===== config.mk =====
export PLATFORM = sky130hd
export DESIGN_NAME = repeat_timer
export DESIGN_NICKNAME = d
export VERILOG_FILES = /design/src/rtl/repeat_timer_pkg.sv /design/src/rtl/repeat_timer_prescaler.sv /design/src/rtl/repeat_timer.sv
export SDC_FILE = /design/constraint.sdc
export NUM_CORES = 1
export LEC_CHECK = 0
export ABC_AREA = 0
export CAP_MARGIN = 20
export CORE_MARGIN = 2
export CORE_UTILIZATION = 48
export CTS_BUF_LIST = sky130_fd_sc_hd__clkbuf_4
export CTS_CLUSTER_SIZE = 40
export DETAILED_ROUTE_END_ITERATION = 16
export PLACE_DENSITY = 0.8
export REMOVE_ABC_BUFFERS = 1
export SLEW_MARGIN = 20
export SYNTH_ARGS = -nofsm -noshare
export SYNTH_HDL_FRONTEND = slang
export SYNTH_SLANG_ARGS = --single-unit

===== constraint.sdc =====
create_clock -name clk -period 1.95 [get_ports clk]
set_input_delay 0.39 -clock clk [delete_from_list [all_inputs] [get_ports clk]]
set_output_delay 0.39 -clock clk [all_outputs]
set_load 0.005 [all_outputs]

===== src/rtl/repeat_timer_pkg.sv =====
// repeat_timer_pkg: shared types and helpers for the repeat_timer block.
// Holds the FSM state enum, the one-shot/periodic mode enum and a helper
// that sizes the optional prescale counter.
package repeat_timer_pkg;

    typedef enum logic {
        IDLE = 1'b0,
        RUN  = 1'b1
    } repeat_timer_state_e;

    typedef enum logic {
        ONE_SHOT = 1'b0,
        PERIODIC = 1'b1
    } repeat_timer_mode_e;

    // Width of a counter that has to hold values 0 .. p-1, never narrower than one bit.
    function automatic int prescale_width(input int p);
        return (p > 1) ? $clog2(p) : 1;
    endfunction

endpackage


===== src/rtl/repeat_timer_prescaler.sv =====
// repeat_timer_prescaler: divides RUN edges down to count steps.
// Only instantiated by repeat_timer when REPEAT_TIMER_PRESCALE_EN is defined.
// 'step' is high on every PRESCALE-th edge while 'run' is high; 'clear'
// restarts the division so a fresh period always gets PRESCALE full edges.
module repeat_timer_prescaler
    import repeat_timer_pkg::*;
#(
    parameter int PRESCALE = 1
) (
    input  logic clk,
    input  logic rst_n,
    input  logic clear,
    input  logic run,
    output logic step
);

    localparam int PS_W = prescale_width(PRESCALE);
    localparam logic [PS_W-1:0] LAST = PS_W'(PRESCALE - 1);

    logic [PS_W-1:0] cnt;

    assign step = run && (cnt == LAST);

    // Edge counter that wraps after PRESCALE RUN edges and restarts on clear.
    always_ff @(posedge clk or negedge rst_n) begin
        if (!rst_n) begin
            cnt <= '0;
        end else if (clear) begin
            cnt <= '0;
        end else if (run) begin
            if (cnt == LAST) begin
                cnt <= '0;
            end else begin
                cnt <= cnt + PS_W'(1);
            end
        end
    end

endmodule


===== src/rtl/repeat_timer.sv =====
// repeat_timer: programmable cycle-count timer with one-shot and periodic modes.
// A count N is accepted over a valid/ready handshake; after N count steps a
// one-cycle 'done' pulse is issued, either once or repeatedly with reload.
// Optional feature macro: REPEAT_TIMER_PRESCALE_EN adds the PRESCALE parameter
// so that a count step happens only on every PRESCALE-th RUN edge.
module repeat_timer
    import repeat_timer_pkg::*;
#(
    parameter int CNT_W = 8,
    parameter int PER_W = 8
`ifdef REPEAT_TIMER_PRESCALE_EN
    ,
    parameter int PRESCALE = 1
`endif
) (
    input  logic             clk,
    input  logic             rst_n,
    input  logic             start_valid,
    output logic             start_ready,
    input  logic [CNT_W-1:0] start_count,
    input  logic             start_mode,
    input  logic             abort,
    output logic             busy,
    output logic             done,
    output logic [CNT_W-1:0] remaining,
    output logic [PER_W-1:0] periods
);

    repeat_timer_state_e state;
    repeat_timer_mode_e  mode_q;
    logic [CNT_W-1:0]    reload_q;
    logic                accept;
    logic                run_en;
    logic                step;
    logic                final_step;

    assign run_en      = (state == RUN);
    assign start_ready = (state == IDLE);
    assign accept      = (state == IDLE) && start_valid && !abort;
    assign final_step  = step && (remaining == CNT_W'(1));

`ifdef REPEAT_TIMER_PRESCALE_EN
    logic pre_clear;

    assign pre_clear = accept || abort || final_step;

    repeat_timer_prescaler #(
        .PRESCALE(PRESCALE)
    ) u_prescaler (
        .clk  (clk),
        .rst_n(rst_n),
        .clear(pre_clear),
        .run  (run_en),
        .step (step)
    );
`else
    assign step = run_en;
`endif

    // Timer FSM: accept, count down, pulse done, reload or return to IDLE; abort wins.
    always_ff @(posedge clk or negedge rst_n) begin
        if (!rst_n) begin
            state     <= IDLE;
            mode_q    <= ONE_SHOT;
            reload_q  <= '0;
            remaining <= '0;
            periods   <= '0;
            done      <= 1'b0;
            busy      <= 1'b0;
        end else begin
            done <= 1'b0;
            case (state)
                IDLE: begin
                    if (accept) begin
                        mode_q   <= repeat_timer_mode_e'(start_mode);
                        reload_q <= start_count;
                        if (start_count == '0) begin
                            done    <= 1'b1;
                            periods <= PER_W'(1);
                        end else begin
                            periods   <= '0;
                            remaining <= start_count;
                            state     <= RUN;
                            busy      <= 1'b1;
                        end
                    end
                end
                RUN: begin
                    if (abort) begin
                        state     <= IDLE;
                        busy      <= 1'b0;
                        remaining <= '0;
                    end else if (final_step) begin
                        done    <= 1'b1;
                        periods <= periods + PER_W'(1);
                        if (mode_q == PERIODIC) begin
                            remaining <= reload_q;
                        end else begin
                            remaining <= '0;
                            state     <= IDLE;
                            busy      <= 1'b0;
                        end
                    end else if (step) begin
                        remaining <= remaining - CNT_W'(1);
                    end
                end
                default: begin
                    state <= IDLE;
                    busy  <= 1'b0;
                end
            endcase
        end
    end

endmodule

==> run metrics <==
status=complete, but fails checks; failing checks=negative setup slack; EDFF count, synth=0; die area=3750 um^2; Mapped Cells=157; Rel. slew slack=around 70%; top_reg_cell synth=dfrtp_1; RSZ-0062 raised after global routing=yes; Inserted Diodes=0; worst skew pair latency=about 340 ps; Hold Slack=402 ps; simple-gate share of the synthesized area=between 20% and 30%; Core Rows=20; largest net degree at the start of global routing=29; Final Max Slew Viols=0; Max Fclk=just over 500 MHz; GP Congestion=0.884; CTS tree=done; Die Y-Extent=61.2 um; main area contributors after synthesis=dfrtp_1 (45%), mux2_2 (7.2%), nor2_1 (6.0%); grt ovf=0; Adder-Cell Fraction of Synth Area=2.39%; Routed WL per cell=17.2 um; Fillers=228; Nets=240; multi-input logic area=931 um^2; #FFs+latches synth=28; Crit Path Max Fanout=6; register area=701 um^2; Hold Crit Class=in -> async; fin crit share=102%; wire length of the first global-routing pass=7290 um; sequential share of the synthesized area=around 45%; Yosys Warn Count=0; compound-cell area share of the yosys netlist=16.1%; Critical Path RT=2210 ps; worst path cell trace=or4_4, or3_4, o21bai_4, a211oi_2, o22a_2; htree depth=1; DRC=0; drt pass-1 iters=4; DR vias=1,500; max-cap viol count=0; Worst Skew=6.33 ps; Starting Density=51.1%; layout cells sized above 1=37.2%; Horiz. Die Dim=61.2 um; Core Area=~3100 um^2; XOR/XNOR Fraction of Synth Area=4.46%; slew of the pin with the lowest slew margin=437 ps; Finished Core Util=76.6%; detailed-route wire length=4590 um; Buf+Inv Stages, Crit Path=0; Peak supply drop=0.506 mV; crit path max-delay cell type=or4_4; Crit path arrival time=2240 ps; Final Hold Violating Endpoints=0; drt first-iter violations=89; Yosys cell types=45; Ports=32; Cell Area, Synth=1570 um^2; Num CTS Buffers=3; setup violators final=9; Post-synth ARST share=100%; largest family of logic cells by synthesized area=simple AND/OR/NAND/NOR gates; vias in the first global route=1,611; Critical Path Max Stage Delay=550 ps; worst slack at placement=-282 ps; initial antenna violation count=0; Crit. End Element=register; clock slew at reported path FFs=170 ps; clock root buffer=clkbuf_4; mux contribution to synthesized area=~7.8%; pwr dens=794 nW/um^2; Yosys top cell area share=44.6%; nature of the critical path startpoint=register; gr usage total=a little over a quarter; setup ws final=-29.7 ps; Top Family by Delay on Critical Path=simple AND/OR/NAND/NOR gates; Setup CP Type=reg -> reg; Yosys top cell by area=dfrtp_1; port bufs=31; Via-to-Cell Ratio=5.62; total power=1.87 mW; synth-to-layout area growth=50.0%; Synth Area per Inst=10.0 um^2; antenna-violating nets left=0; fin crit period=1980 ps; Pleak=1.03 nW; post-DP HPWL=3190 um; Clock Sinks=28; Max Buffers Root-to-Sink=2
[layout by cell type (no fill, tap or decap), types with 2 or more instances in the layout]
cell              n
dfrtp_1          28
nor2_1           18
a21oi_2           4
xor2_1            6
buf_6             3
o22a_1            5
nor2_2            8
clkdlybuf4s50_1  29
o21ai_1           3
or4_1             2
a211oi_2          5
ha_1              2
o21ai_0           4
mux2_2            9
buf_4            32
dlymetal6s2s_1    2
xnor2_1           2
a21oi_1           3
nand2_1          12
or3_4             2
clkbuf_4          3
inv_1             4
nor3_4            2
and3_1            3
[where the power goes]
part	internal, mW	total [mW]	switching (mW)
logic	0.389	0.691	0.302
registers	0.674	0.782	0.109
clock network	0.208	0.401	0.193
[routing by layer]
layer | up-vias | wire length (um) | track usage, %
met5 | - | 0 | 0
met4 | 0 | 98 | 9.63
met3 | 12 | 215 | 3.78
met2 | 58 | 2420 | 49.7
met1 | 726 | 1850 | 30.4
li1 | 704 | - | -
[metrics by stage]
step                TNS [ps]  std cells  instance area (um^2)
floorplan               -520        152                  1530
global placement       -2510        262                  2160
detailed placement     -3290        262                  2160
CTS                    -5.18        266                  2260
global route            -804        267                  2360
finish                  -134        267                  2360
[Yosys cell counts (all sizes together), types with 2 or more instances]
| library cell | n |
|---|---|
| a211oi | 5 |
| a21oi | 7 |
| and3 | 3 |
| buf | 4 |
| dfrtp | 28 |
| ha | 3 |
| inv | 4 |
| mux2 | 10 |
| nand2 | 13 |
| nand2b | 2 |
| nand3 | 2 |
| nand4 | 2 |
| nor2 | 26 |
| nor3 | 3 |
| nor4 | 2 |
| o21ai | 7 |
| o21bai | 2 |
| o22a | 6 |
| or3 | 2 |
| or4 | 4 |
| xnor2 | 2 |
| xor2 | 6 |
[layout make-up]
class                           count  area share (%)
Clock inverter                      1            1.27
Inverter                            4           0.637
Multi-Input combinational cell    120            39.5
Clock buffer                        3           0.955
Tap cell                           44            2.33
Timing Repair Buffer               67            25.6
Sequential cell                    28            29.7
[path summary, 6_finish.rpt]
check / start / end / slack [ps] / depth (start not counted)
worst max-delay path: remaining[5] / remaining[4] / -30 / 5
max in group asynchronous: rst_n / reload_q[6] / 1280 / 2
worst min register to register: reload_q[7] / reload_q[7] / 530 / 1
worst min-delay path: rst_n / periods[0] / 400 / 2
min in group clk: reload_q[7] / reload_q[7] / 530 / 1
worst max register to register: remaining[5] / remaining[4] / -30 / 5
[registers in the layout, summed over array words and instances, names as in the netlist]
register / count
periods: 8
reload_q: 8
remaining: 8
busy: 1
done: 1
mode_q: 1
run_en: 1
[kinds of logic (layout without fill, tap and decap cells)]
logic type	after synthesis	after routing
simple gates	63	63
xor+xnor	8	8
flops	28	28
buf+inv	9	75
mux	11	11
compound gates	35	35
fa+ha+maj	3	3
[timing repair]
item	in CTS	in global routing
buffers inserted	0	1
gates resized for setup	13	24
pin swaps	7	4
hold buffers	0	0
setup endpoints to repair	12	19
No activity file was read; power rests on OpenSTA's default activity.
